`src/rtl/dual_debounce_pkg.sv`:
```
// Shared definitions for the dual-channel debouncer: FSM state encoding
// and default parameter values.
package dual_debounce_pkg;

  // Per-channel debounce state; encoding is fixed so it can be probed externally.
  typedef enum logic [1:0] {
    LO_STABLE = 2'd0,
    LO_TO_HI  = 2'd1,
    HI_STABLE = 2'd2,
    HI_TO_LO  = 2'd3
  } db_state_e;

  localparam int unsigned SYNC_STAGES_DEF = 2;
  localparam int unsigned DB_CYCLES_DEF   = 1000;
  localparam int unsigned CNT_W_DEF       = 16;

endpackage

```
`src/rtl/debounce_channel.sv`:
```
// One debounce channel: raw-input synchronizer, stability counter and
// four-state FSM with a registered level output.
// Optional edge pulses are built with DUAL_DEBOUNCE_EDGE_EN defined.
module debounce_channel
  import dual_debounce_pkg::*;
#(
  parameter int unsigned SYNC_STAGES = SYNC_STAGES_DEF,
  parameter int unsigned DB_CYCLES   = DB_CYCLES_DEF,
  parameter int unsigned CNT_W       = CNT_W_DEF
) (
  input  logic clk,
  input  logic rst,
  input  logic raw_i,
  output logic level_o
`ifdef DUAL_DEBOUNCE_EDGE_EN
  ,
  output logic rise_o,
  output logic fall_o
`endif
);

  logic [SYNC_STAGES-1:0] sync_q;
  logic                   sync_in;
  logic [CNT_W-1:0]       cnt_q;
  logic                   cnt_last;
  db_state_e              state_q;
  logic                   level_q;

  assign sync_in  = sync_q[SYNC_STAGES-1];
  // The entry into a *_TO_* state already counts as the first differing
  // cycle, so DB_CYCLES-1 marks the last one before the level is accepted.
  assign cnt_last = (cnt_q == CNT_W'(DB_CYCLES - 1));

  // Shift the asynchronous raw input through the synchronizer chain.
  always_ff @(posedge clk or posedge rst) begin
    if (rst) begin
      sync_q <= '0;
    end else begin
      sync_q <= {sync_q[SYNC_STAGES-2:0], raw_i};
    end
  end

`ifdef DUAL_DEBOUNCE_EDGE_EN
  logic rise_q;
  logic fall_q;
`endif

  // Debounce FSM: qualify a new level only after DB_CYCLES consecutive
  // synchronized samples that differ from the current output.
  always_ff @(posedge clk or posedge rst) begin
    if (rst) begin
      state_q <= LO_STABLE;
      cnt_q   <= '0;
      level_q <= 1'b0;
`ifdef DUAL_DEBOUNCE_EDGE_EN
      rise_q  <= 1'b0;
      fall_q  <= 1'b0;
`endif
    end else begin
`ifdef DUAL_DEBOUNCE_EDGE_EN
      rise_q <= 1'b0;
      fall_q <= 1'b0;
`endif
      case (state_q)
        LO_STABLE: begin
          if (sync_in) begin
            state_q <= LO_TO_HI;
            cnt_q   <= CNT_W'(1);
          end
        end
        LO_TO_HI: begin
          if (!sync_in) begin
            state_q <= LO_STABLE;
            cnt_q   <= '0;
          end else if (cnt_last) begin
            state_q <= HI_STABLE;
            cnt_q   <= '0;
            level_q <= 1'b1;
`ifdef DUAL_DEBOUNCE_EDGE_EN
            rise_q  <= 1'b1;
`endif
          end else begin
            cnt_q <= cnt_q + CNT_W'(1);
          end
        end
        HI_STABLE: begin
          if (!sync_in) begin
            state_q <= HI_TO_LO;
            cnt_q   <= CNT_W'(1);
          end
        end
        HI_TO_LO: begin
          if (sync_in) begin
            state_q <= HI_STABLE;
            cnt_q   <= '0;
          end else if (cnt_last) begin
            state_q <= LO_STABLE;
            cnt_q   <= '0;
            level_q <= 1'b0;
`ifdef DUAL_DEBOUNCE_EDGE_EN
            fall_q  <= 1'b1;
`endif
          end else begin
            cnt_q <= cnt_q + CNT_W'(1);
          end
        end
        default: begin
          state_q <= LO_STABLE;
          cnt_q   <= '0;
        end
      endcase
    end
  end

  assign level_o = level_q;
`ifdef DUAL_DEBOUNCE_EDGE_EN
  assign rise_o  = rise_q;
  assign fall_o  = fall_q;
`endif

endmodule

```
`src/rtl/dual_debounce.sv`:
```
// Two independent debounce channels feeding a downstream AND stage.
// Define DUAL_DEBOUNCE_EDGE_EN to add registered rise/fall pulse outputs.
module dual_debounce
  import dual_debounce_pkg::*;
#(
  parameter int unsigned SYNC_STAGES = SYNC_STAGES_DEF,
  parameter int unsigned DB_CYCLES   = DB_CYCLES_DEF,
  parameter int unsigned CNT_W       = CNT_W_DEF
) (
  input  logic clk,
  input  logic rst,
  input  logic a_raw,
  input  logic b_raw,
  output logic a,
  output logic b
`ifdef DUAL_DEBOUNCE_EDGE_EN
  ,
  output logic a_rise,
  output logic a_fall,
  output logic b_rise,
  output logic b_fall
`endif
);

  // Channel A debouncer.
  debounce_channel #(
    .SYNC_STAGES(SYNC_STAGES),
    .DB_CYCLES  (DB_CYCLES),
    .CNT_W      (CNT_W)
  ) u_a (
    .clk    (clk),
    .rst    (rst),
    .raw_i  (a_raw),
    .level_o(a)
`ifdef DUAL_DEBOUNCE_EDGE_EN
    ,
    .rise_o (a_rise),
    .fall_o (a_fall)
`endif
  );

  // Channel B debouncer.
  debounce_channel #(
    .SYNC_STAGES(SYNC_STAGES),
    .DB_CYCLES  (DB_CYCLES),
    .CNT_W      (CNT_W)
  ) u_b (
    .clk    (clk),
    .rst    (rst),
    .raw_i  (b_raw),
    .level_o(b)
`ifdef DUAL_DEBOUNCE_EDGE_EN
    ,
    .rise_o (b_rise),
    .fall_o (b_fall)
`endif
  );

endmodule

```
`config.mk`:
```
export PLATFORM = sky130hd
export DESIGN_NAME = dual_debounce
export DESIGN_NICKNAME = d
export VERILOG_FILES = /design/src/rtl/dual_debounce_pkg.sv /design/src/rtl/debounce_channel.sv /design/src/rtl/dual_debounce.sv
export SDC_FILE = /design/constraint.sdc
export NUM_CORES = 1
export LEC_CHECK = 0
export ABC_CLOCK_PERIOD_IN_PS = 2000
export CAP_MARGIN = 25
export CELL_PAD_IN_SITES_DETAIL_PLACEMENT = 1
export CELL_PAD_IN_SITES_GLOBAL_PLACEMENT = 2
export CORE_MARGIN = 4
export CORE_UTILIZATION = 37
export CTS_BUF_LIST = sky130_fd_sc_hd__clkbuf_4 sky130_fd_sc_hd__clkbuf_8
export CTS_CLUSTER_DIAMETER = 100
export DETAILED_ROUTE_END_ITERATION = 6
export PLACE_DENSITY_LB_ADDON = 0.1
export SYNTH_ARGS = -nofsm -noshare
export SYNTH_HDL_FRONTEND = slang
export SYNTH_SLANG_ARGS = --single-unit
```
`constraint.sdc`:
```
create_clock -name clk -period 2 [get_ports clk]
set_clock_uncertainty 0.2 [all_clocks]
set_input_delay 0.4 -clock clk [delete_from_list [all_inputs] [get_ports clk]]
set_output_delay 0.4 -clock clk [all_outputs]
set_load 0.02 [all_outputs]
```
# Word-level counts from Yosys, hierarchy flattened
# Cells that the tools add are included.
[classes]
addsub = 2
n_eq_ne = 24
muxes = 36
n_reduce_logical = 10
[op_table]
columns = ["operator", "n"]
rows = [
  ["$mux 16", 10],
  ["$pmux 16 s4", 2],
  ["$add 16x1->16 const B", 2],
  ["$eq 16x10->1 const B", 2],
  ["$mux 2", 12],
  ["$ne 2x1->1 const B", 8],
  ["$pmux 2 s4", 2],
  ["$reduce_and 5->1", 2],
  ["$eq 2x2->1 const B", 4],
  ["$mux 1", 8],
  ["$ne 2x2->1 const B", 4],
  ["$reduce_and 4->1", 2],
  ["$ne 3x1->1 const B", 2],
  ["$ne 3x3->1 const B", 2],
  ["$eq 2x1->1 const B", 2],
  ["$logic_not 2->1", 2],
  ["$pmux 1 s2", 2],
  ["$reduce_and 2->1", 2],
  ["$reduce_bool 2->1", 2],
]
[totals]
register_bits = 42
inputBits = 4
out_inout_bits = 2
word_cells = 80

# Longest topological paths before layout
# Gate-level depths: netlist of the first run.
[depth]
ltp_word = 4
ltp_mapped = 7
depth_no_buf = 6

# Modules after synthesis
# A second synthesis of the first run with hierarchy kept.
[unflattened]
cells_unflattened = 246
hier_area_um2 = 2439.8
[by_module_without_submodules]
columns = ["mod", "instances", "cells_each", "area_each_um2", "seq_area_each_um2"]
rows = [
  ["debounce_channel", 2, 123, 1219.9, 525.5],
]

# Worst setup path after synthesis of the first run
# No wires, ideal clock.
[synth_timing]
path_type = "reg-to-reg"
start = "register u_a.cnt_q[3]"
end = "register u_a.cnt_q[1]"
setup_time_ps = 121
arrival_time_ps = 1854
required_ps = 1679
slack_ps = -175
stages_incl_launch_ff = 6
path_buffers = 1
synth_period_minus_slack_ps = 2175
path_cell_list = "dfrtp_1 or4b_4 nor4_4 nor2_2 buf_6 a22o_1"
[synth_between]
elab_chain_len = 4
word_cells_on_any_way = 5
cone_classes = "eq/ne: 1; mux: 4"
[synth_lines]
columns = ["element", "line_no", "rtl"]
rows = [
  ["start, declared", "debounce_channel.sv:24", "logic [CNT_W-1:0] cnt_q;"],
  ["start signal, assigned", "debounce_channel.sv:83", "cnt_q <= cnt_q + CNT_W'(1);"],
  ["start signal, assigned", "debounce_channel.sv:104", "cnt_q <= cnt_q + CNT_W'(1);"],
  ["$eq 16x10->1 *", "debounce_channel.sv:32", "assign cnt_last = (cnt_q == CNT_W'(DB_CYCLES - 1));"],
  ["$mux 16 *", "debounce_channel.sv:75, debounce_channel.sv:96", ""],
  ["$mux 16 (on tied branches)", "debounce_channel.sv:93, debounce_channel.sv:72", ""],
  ["$pmux 16 s4 *", "debounce_channel.sv:64", "case (state_q)"],
]
# Every way passes the cells marked *; elsewhere a longest branch is shown, timed or not.
# A chain may end at the register's enable or synchronous reset.

# Final worst setup path of the first run
[layout_timing]
start = "register u_b.cnt_q[3]"
end = "register u_b.cnt_q[14]"
[layout_between]
elab_chain_len = 4
word_cells_on_any_way = 6
cone_classes = "add/sub: 1; eq/ne: 1; mux: 4"
[layout_lines]
columns = ["element", "line_no"]
rows = [
  ["start, declared", "debounce_channel.sv:24"],
  ["start signal, assigned", "debounce_channel.sv:83"],
  ["start signal, assigned", "debounce_channel.sv:104"],
  ["$add 16x1->16 / $eq 16x10->1 (equally long branches)", "debounce_channel.sv:83, debounce_channel.sv:104, debounce_channel.sv:32"],
  ["$mux 16 *", "debounce_channel.sv:75, debounce_channel.sv:96"],
  ["$mux 16 (on tied branches)", "debounce_channel.sv:93, debounce_channel.sv:72"],
  ["$pmux 16 s4 *", "debounce_channel.sv:64"],
]
# Marks and branches as above.

==> results.toml, run 1 <==
[floorplan]
die_y_um = 84.1
std_cell_rows = 27
die_width_um = 84.1
start_util = 0.384
ios = 6
die_area_um2 = 7070
coreArea_um2 = 5570

[layout]
stdcell_area_um2 = 3040
diodes = 0
final_cells = 362
drive_above_1_share = 0.379
nets = 295
layout_common_cells = "51 x buf_4, 42 x dfrtp_1, 23 x nand2_1"
final_common_cell = "buf_4"
fillers = 623
area_growth_pct = 42.0

[clock_network]
cts_tree = "yes"
clk_pin_slew_worst_paths_ns = 0.09
ctsHoldBuffers = 0
worstSkewPairLatency_ns = 0.30
htree_levels = 2
cts-root-buf = "clkbuf_8"
clock-sinks = 42
clockBufferDepth = 2
cts_buffers = 5

[sta]
rsz0062_at_grt = "yes"
fin_ws_ns = -0.114
hold_violations = 0
drv_slew = 0
setup_violations = 34
fmax_ghz = 0.473
fin_crit_sh = 1.06
period_minus_slack_ns = 2.11
tightest_slew_ns = 0.593
max_slew_margin = 0.603

[job]
maxCapViolCount = 0

[placed_design]
io_buffers = 5
place_area_um2 = 2690
dpl.cell_count = 343
place_ws_ns = -0.232
finalWeightedCongestion = 0.827
dp_hpwl_mm = 4.36

[critical_path]
worstPathRequired_ns = 1.97
critPathMaxFanout = 8
crit_path_start_kind = "flop"
path_buf_inv = 3
slowest_delay_ns = 0.55
slowest_stage = "or4_4"
path_class = "reg -> reg"
crit_top_cell = "buf_6"
path_delay_family = "simple AND/OR/NAND/NOR gates"
crit_arrival_ns = 2.09
cp-end-kind = "flop"
path_cells = "or4_4 -> nor4_4 -> buf_4 -> nor2_4 -> buf_6 -> buf_6 -> nand2_2 -> a31oi_1"

[synthesis]
yosysWarnings = 0
yosys.area.top_type_share = 0.491
synth_top_area_cell = "dfrtp_1"
syn_nets = 228
synth_cells = 222
synth.distinct_cells = 37
yosys_register_bits = 42
synth_area_um2 = 2140
synth_area_leaders = "dfrtp_1 49%, a31oi_1 6.4%, nand2_1 4.7%, nand3_1 4.2%, a21oi_1 3.7%"
syn_avg_cell_area_um2 = 9.65
yosysSeqAreaShare = 0.491

[run_status]
status = "finished with violations"
violations = "negative setup slack"

[drt]
drt_wl_total_mm = 6.40
drtPass1Iterations = 5
ant_nets = 0
num_vias = 2053
viasPerCell = 5.67
first_iter_violations = 94
drc = 0
wl_per_cell_um = 17.7

[power_and_ir_drop]
powerDensity_nw_per_um2 = 647
irDropWorstVdd_v = 0.000348
p_leak_nw = 1.32

[grt]
grt_start_max_net_pins = 43
first_global_vias = 2266
grt_first_pass_wirelength_mm = 10.7
grt_overflow = 0
antenna_found_initial = 0
track_usage = 0.188

[hold_path]
holdCritPathClass = "reg -> reg"
-- worst reg2reg max path: stages (launching register included) --
cell     delay (ns)
dfrtp_1        0.39
or4_4          0.55
nor4_4         0.22
buf_4          0.17
nor2_4         0.07
buf_6          0.14
buf_6          0.11
nand2_2        0.05
a31oi_1        0.09
-- layout make-up --
| class | instances | area (um2) | share of cell area |
|---|---|---|---|
| inverters | 7 | 26.3 | 0.00864 |
| repair buffers | 65 | 566 | 0.186 |
| flip-flops and latches | 42 | 1050 | 0.346 |
| well taps | 72 | 90.1 | 0.0296 |
| multi-input cells | 168 | 1190 | 0.393 |
| clock inverters | 3 | 45.0 | 0.0148 |
| clock buffers | 5 | 68.8 | 0.0226 |
-- worst paths after layout --
path                                     from             to  slack, ns  depth (start not counted)
worst min register to register  u_b.sync_q[0]  u_b.sync_q[1]       0.17                          0
worst max register to register   u_b.cnt_q[3]  u_b.cnt_q[14]      -0.11                          8
min in group asynchronous                 rst      async pin       0.28                          3
worst min-delay path            u_b.sync_q[0]  u_b.sync_q[1]       0.17                          0
worst max-delay path             u_b.cnt_q[3]  u_b.cnt_q[14]      -0.11                          8
max in group asynchronous                 rst   u_a.cnt_q[7]       1.11                          3
-- state kept, by name (all words and copies together), names as in the netlist, named ones only --
name,count
u_a.level_o,1
u_b.state_q,1
u_a.state_q,1
u_a.cnt_q,16
u_b.level_o,1
u_b.cnt_q,16
u_a.sync_q,2
u_b.sync_q,2
-- what timing repair did --
action	CTS	global route
setup endpoints to repair	31	37
gates resized for setup	22	16
cloned	1	2
buffers inserted	7	2
pin swaps	11	17
-- synth_stat cells (all sizes together) --
library cell and instances:
nand3 18, mux2 1, and3 1, xnor2 3
a22o 6, a211oi 1, nor4 6, and4 3
dfrtp 42, o211ai 1, o21a 1, a21oi 16
nor2 12, a41oi 4, o21ai 11, or4b 1
xor2 2, nand2b 1, a31oi 22, nand3b 3
nand4 5, mux2i 3, inv 7, or2 3
or4 3, ha 2, buf 7, o311ai 1
and2 1, or3 7, nand2 27, a21o 1
-- routing by layer --
metal | vias to the layer above | share of wire | GRT usage
met5 | - | 0 | 0
met4 | 0 | 0.015 | 0.0687
met3 | 15 | 0.031 | 0.0464
met2 | 40 | 0.51 | 0.326
met1 | 1025 | 0.44 | 0.223
li1 | 973 | - | -
-- per-stage QoR --
step	util	hold slack (ns)	total power, W	setup TNS (ns)
3_3_place_gp	0.483	0.138	0.00123	-1.26
3_5_place_dp	0.483	0.137	0.00125	-3.00
4_1_cts	0.531	0.172	0.00197	-1.73
6_report	0.546	0.166	0.00197	-1.80
5_1_grt	0.546	0.180	0.00206	-4.11
2_1_floorplan	-	0.131	0.00112	-2.16
-- report_power, final --
group | switching, W | leakage, nW | total [W] | internal, W
Sequential | 0.0000319 | 0.565 | 0.000924 | 0.000892
Clock | 0.000314 | 0.0504 | 0.000686 | 0.000372
Combinational | 0.000182 | 0.700 | 0.000358 | 0.000176
Total | 0.000528 | 1.32 | 0.00197 | 0.00144
-- logic make-up after synthesis --
| logic type | synth area share |
|---|---|
| buffers and inverters | 0.0333 |
| multiplexers | 0.0193 |
| adder cells (fa/ha/maj) | 0.0117 |
| XOR/XNOR | 0.0204 |
| AND/OR/NAND/NOR | 0.238 |
| AO/OA/AOI/OAI | 0.186 |
| flip-flops | 0.491 |
(Power assumes the default switching activity.)
==> run 2: changes to the inputs <==
--- a/config.mk
+++ b/config.mk
@@ -9,12 +9,15 @@
 export CAP_MARGIN = 25
 export CELL_PAD_IN_SITES_DETAIL_PLACEMENT = 1
 export CELL_PAD_IN_SITES_GLOBAL_PLACEMENT = 2
+export CORE_ASPECT_RATIO = 0.75
 export CORE_MARGIN = 4
-export CORE_UTILIZATION = 37
+export CORE_UTILIZATION = 38
 export CTS_BUF_LIST = sky130_fd_sc_hd__clkbuf_4 sky130_fd_sc_hd__clkbuf_8
 export CTS_CLUSTER_DIAMETER = 100
 export DETAILED_ROUTE_END_ITERATION = 6
+export DONT_BUFFER_PORTS = 1
 export PLACE_DENSITY_LB_ADDON = 0.1
+export SETUP_SLACK_MARGIN = 0.05
 export SYNTH_ARGS = -nofsm -noshare
 export SYNTH_HDL_FRONTEND = slang
 export SYNTH_SLANG_ARGS = --single-unit
==> results.toml, run 2 (synthesis gave the netlist of run 1 again) <==
[layout]
final_common_cell = "buf_4"
layout_common_cells = "50 x buf_4, 42 x dfrtp_1, 19 x a31oi_1, 19 x nand2_1, 18 x nand3_1"
stdcell_area_um2 = 3120
register_area_um2 = 1050
multi_input_area_um2 = 1260
diodes = 0
largestRegisters = "u_a.cnt_q (16), u_b.cnt_q (16)"
fillers = 626
area_growth_pct = 45.5
drive_above_1_share = 0.399
nets = 293

[floorplan]
start_util = 0.396
die_width_um = 94.7
std_cell_rows = 23
die_area_um2 = 6910
die_y_um = 73.0
ios = 6
coreArea_um2 = 5410

[sta]
fmax_ghz = 0.457
setup_violations = 34
drv_slew = 0
period_minus_slack_ns = 2.19
final.setup.tns_ns = -2.92
tightest_slew_ns = 0.652
hold_violations = 0
max_slew_margin = 0.564
fin_ws_ns = -0.187
fin_crit_sh = 1.09
rsz0062_at_grt = "yes"

[placed_design]
finalWeightedCongestion = 0.839
io_buffers = 0
dp_hpwl_mm = 4.53
place_area_um2 = 2590

[drt]
drt_wl_total_mm = 6.87
num_vias = 2129
viasPerCell = 5.87
drc = 0
ant_nets = 0
wl_per_cell_um = 18.9
first_iter_violations = 132
drtPass1Iterations = 6

[critical_path]
slowest_delay_ns = 0.55
crit_path_start_kind = "flop"
critPathMaxFanout = 11
worstPathRequired_ns = 1.97
crit_arrival_ns = 2.16
slowest_stage = "or4b_4"
path_class = "reg -> reg"
path_cells = "or4b_4 -> nor4_4 -> buf_4 -> nor2_4 -> buf_6 -> a21oi_2 -> a31oi_1"
cp-end-kind = "flop"

[power_and_ir_drop]
powerDensity_nw_per_um2 = 674
p_leak_nw = 1.32
power_w = 0.00210
irDropWorstVdd_v = 0.000351

[clock_network]
clock-sinks = 42
cts_tree = "yes"
clk_pin_slew_worst_paths_ns = 0.08
worstSkewPairLatency_ns = 0.30
clockBufferDepth = 2
cts-root-buf = "clkbuf_8"
cts_buffers = 5
htree_levels = 2

[grt]
grt_start_max_net_pins = 26
first_global_vias = 2218
grt_overflow = 0
track_usage = 0.203
antenna_found_initial = 0
grt_first_pass_wirelength_mm = 10.8

[hold_path]
holdCritPathClass = "reg -> reg"

[job]
maxCapViolCount = 0

[run_status]
violations = "negative setup slack"
status = "finished with violations"
==> run 2: changes by cell type in the layout (fill, tap and decap cells not counted), sizes merged <==
cell | previous run | this run
bufinv | 1 | 2
clkbuf | 6 | 7
clkdlybuf4s50 | 5 | 0
clkinvlp | 2 | 0
dlygate4sd3 | 0 | 3
==> run 2: report_power, final <==
| part | internal [W] | switching (W) | total, W |
|---|---|---|---|
| Clock | 0.000532 | 0.000298 | 0.000830 |
| Sequential | 0.000892 | 0.0000419 | 0.000934 |
| Combinational | 0.000158 | 0.000180 | 0.000337 |
==> run 2: cell type report <==
class | count | area share
timing repair buffer | 63 | 0.173
multi-input combinational | 168 | 0.405
sequential | 42 | 0.337
clock buffer | 6 | 0.0265
clock inverter | 2 | 0.0193
tap | 75 | 0.0301
inverter | 7 | 0.00843
==> run 2: timing repair <==
item / 4_1_cts / 5_1_grt
hold buffers: 3 / 0
gates resized for setup: 22 / 27
cloned: 0 / 3
buffers inserted: 4 / 9
endpoints found under the hold margin: 44 / 0
pin swaps: 21 / 14
endpoints found under the setup margin: 37 / 38
==> run 2: metal layers <==
metal  vias up  share of wire  global-route usage
li1        975              -                   -
met1      1091           0.46               0.273
met2        49           0.48               0.332
met3        14          0.044              0.0443
met4         0          0.018              0.0512
met5         -              0                   0
==> run 2: metrics by stage <==
| stage | util | hold WS, ns | setup WS (ns) | cells |
|---|---|---|---|---|
| finish | 0.576 | 0.163 | -0.187 | 363 |
| floorplan | - | 0.131 | -0.154 | 222 |
| CTS | 0.531 | 0.169 | -0.172 | 351 |
| detailed placement | 0.480 | 0.136 | -0.272 | 336 |
| global route | 0.576 | 0.176 | -0.244 | 363 |
| global placement | 0.480 | 0.141 | -0.117 | 336 |
==> run 2: worst paths after layout <==
check / from / to / slack [ns] / depth (start not counted)
worst max-delay path: u_a.cnt_q[13] / u_a.cnt_q[7] / -0.19 / 7
worst min-delay path: u_a.sync_q[0] / u_a.sync_q[1] / 0.16 / 0
worst max register to register: u_a.cnt_q[13] / u_a.cnt_q[7] / -0.19 / 7
worst min register to register: u_a.sync_q[0] / u_a.sync_q[1] / 0.16 / 0
max in group asynchronous: rst / u_a.state_q[0] / 0.92 / 3
min in group asynchronous: rst / u_b.cnt_q[13] / 0.39 / 3
==> run 2: worst max-delay path, delay by kind of cell (launching register included) <==
family / cells / cell delay [ns]
AND/OR/NAND/NOR: 3 / 0.96
flip-flops: 1 / 0.38
AO/OA/AOI/OAI: 2 / 0.19
buffers and inverters: 2 / 0.33
==> run 3: changes to the inputs <==
--- a/config.mk
+++ b/config.mk
@@ -5,13 +5,13 @@
 export SDC_FILE = /design/constraint.sdc
 export NUM_CORES = 1
 export LEC_CHECK = 0
-export ABC_CLOCK_PERIOD_IN_PS = 2000
+export ABC_CLOCK_PERIOD_IN_PS = 2200
 export CAP_MARGIN = 25
 export CELL_PAD_IN_SITES_DETAIL_PLACEMENT = 1
 export CELL_PAD_IN_SITES_GLOBAL_PLACEMENT = 2
 export CORE_ASPECT_RATIO = 0.75
 export CORE_MARGIN = 4
-export CORE_UTILIZATION = 38
+export CORE_UTILIZATION = 42
 export CTS_BUF_LIST = sky130_fd_sc_hd__clkbuf_4 sky130_fd_sc_hd__clkbuf_8
 export CTS_CLUSTER_DIAMETER = 100
 export DETAILED_ROUTE_END_ITERATION = 6
==> constraint.sdc (replaced) <==
create_clock -name clk -period 2.2 [get_ports clk]
set_clock_uncertainty 0.2 [all_clocks]
set_input_delay 0.44 -clock clk [delete_from_list [all_inputs] [get_ports clk]]
set_output_delay 0.44 -clock clk [all_outputs]
set_load 0.02 [all_outputs]
==> results.toml, run 3 (synthesis gave the netlist of run 1 again) <==
[run_status]
status = "finished clean"

[clock_network]
cts-root-buf = "clkbuf_8"
cts_buffers = 5
clockBufferDepth = 2
clock-sinks = 42
clk_pin_slew_worst_paths_ns = 0.08
worstSkewPairLatency_ns = 0.29
htree_levels = 2
cts_tree = "yes"

[floorplan]
std_cell_rows = 22
die_width_um = 90.5
start_util = 0.437
die_y_um = 69.8
die_area_um2 = 6320
coreArea_um2 = 4900
ios = 6

[grt]
grt_first_pass_wirelength_mm = 9.65
antenna_found_initial = 0
first_global_vias = 1884
track_usage = 0.189
grt_overflow = 0
grt_start_max_net_pins = 43

[power_and_ir_drop]
powerDensity_nw_per_um2 = 605
switching_share = 0.273
seqPwrFrac = 0.533
clockPowerShare = 0.308
p_comb_frac = 0.159
switchingPower_w = 0.000436
cellInternalPower_w = 0.00116
p_leak_nw = 1.15
irDropWorstVdd_v = 0.000268
power_w = 0.00160

[sta]
fmax_ghz = 0.475
fin_crit_sh = 0.958
hold_violations = 0
rsz0062_at_grt = "yes"
setup_violations = 0
hold_slack_ns = 0.158
max_slew_margin = 0.626
tightest_slew_ns = 0.561
drv_slew = 0
period_minus_slack_ns = 2.11

[critical_path]
rr_endpoint = "u_a.cnt_q[2]"
path_delay_family = "simple AND/OR/NAND/NOR gates"
critPathMaxFanout = 11
reg2reg_slack_ns = 0.09
path_class = "reg -> reg"
path_cells = "or4b_4 -> nor4_4 -> buf_4 -> nor2_2 -> a21oi_1 -> a31oi_1"
slowest_delay_ns = 0.53
path_buf_inv = 1
critPathLaunch = "u_a.cnt_q[3]"
cp-end-kind = "flop"
cp_num_cells = 6
crit_path_end = "u_a.cnt_q[2]"
slowest_stage = "or4b_4"
crit_path_start_kind = "flop"
worstPathRequired_ns = 2.16
crit_arrival_ns = 2.07
timing.rr.start = "u_a.cnt_q[3]"
ff2ff_path_depth = 6

[placed_design]
finalWeightedCongestion = 0.788
dp_hpwl_mm = 3.99
dpl.cell_count = 304
io_buffers = 0

[layout]
final_cells = 323
fillers = 563
drive_above_1_share = 0.236
diodes = 0
largestRegisters = "u_a.cnt_q (16), u_b.cnt_q (16)"
final_common_cell = "dfrtp_1"
area_growth_pct = 23.5
layout_common_cells = "42 x dfrtp_1, 34 x buf_4, 24 x nand2_1"
register_area_um2 = 1050
nets = 270
multi_input_area_um2 = 1100

[drt]
drtPass1Iterations = 4
ant_nets = 0
viasPerCell = 5.86
drt_wl_total_mm = 6.00
wl_per_cell_um = 18.6
num_vias = 1892
drc = 0
first_iter_violations = 88

[job]
maxCapViolCount = 0

[hold_path]
holdCritPathClass = "reg -> reg"
[run 3: cell types whose count changed in the layout (fill, tap and decap cells not counted), moves of 3 or more]
cell / change
o21ai_1: -5
a21oi_1: +12
nand2_1: +5
o21ai_0: +6
a21oi_2: -11
a31oi_1: +3
buf_4: -16
buf_6: -6
[run 3: per-stage QoR]
stage / worst slack, ns / cell area (um2) / utilization / TNS [ns]
6_report: 0.0927 / 2650 / 0.540 / 0
5_1_grt: 0.00140 / 2650 / 0.540 / 0
4_1_cts: 0.0569 / 2550 / 0.521 / 0
3_5_place_dp: -0.0409 / 2390 / 0.488 / -0.181
3_3_place_gp: 0.0795 / 2390 / 0.488 / 0
2_1_floorplan: 0.0252 / 2140 / - / 0
[run 3: timing repair]
item,CTS,global route
hold endpoints to repair,44,0
pin swaps,2,8
endpoints found under the setup margin,16,20
resized for setup,4,14
cloned,0,3
hold buffers,3,0
setup buffers,4,3
[run 3: worst reg2reg max path: cells and delay by family, from the launching register on]
| family | cells | cell delay (ns) |
|---|---|---|
| AO/OA/AOI/OAI | 2 | 0.25 |
| flip-flops | 1 | 0.40 |
| AND/OR/NAND/NOR | 3 | 0.95 |
| buffers and inverters | 1 | 0.18 |
[run 3: layer usage]
metal / share of wire / GRT usage / routed length [um] / up-vias
li1: - / - / - / 925
met2: 0.43 / 0.263 / 2580 / 32
met4: 0.0038 / 0.0357 / 23 / 0
met1: 0.53 / 0.296 / 3170 / 931
met5: 0 / 0 / 0 / -
met3: 0.038 / 0.0434 / 229 / 4
[run 3: power by group through the flow]
stage	combinational, W	sequential (W)	clock [W]
after floorplan	0.000130	0.000867	0
after global placement	0.000216	0.000859	0
after detailed placement	0.000230	0.000862	0
after CTS	0.000236	0.000850	0.000510
after global routing	0.000280	0.000859	0.000551
final	0.000254	0.000853	0.000493
[run 3: worst min-delay path by stage]
stage	cells past startpoint	start	to
floorplan	0	u_a.sync_q[0]	u_a.sync_q[1]
global placement	0	u_b.sync_q[0]	u_b.sync_q[1]
detailed placement	0	u_b.sync_q[0]	u_b.sync_q[1]
CTS	0	u_a.sync_q[0]	u_a.sync_q[1]
global route	0	u_a.sync_q[0]	u_a.sync_q[1]
finish	0	u_a.sync_q[0]	u_a.sync_q[1]
[run 3: cell type report]
| type | count | share of cell area |
|---|---|---|
| clock buffer | 6 | 0.0312 |
| inverter | 7 | 0.00993 |
| multi-input combinational | 169 | 0.417 |
| sequential | 42 | 0.397 |
| tap | 60 | 0.0284 |
| timing repair buffer | 39 | 0.116 |
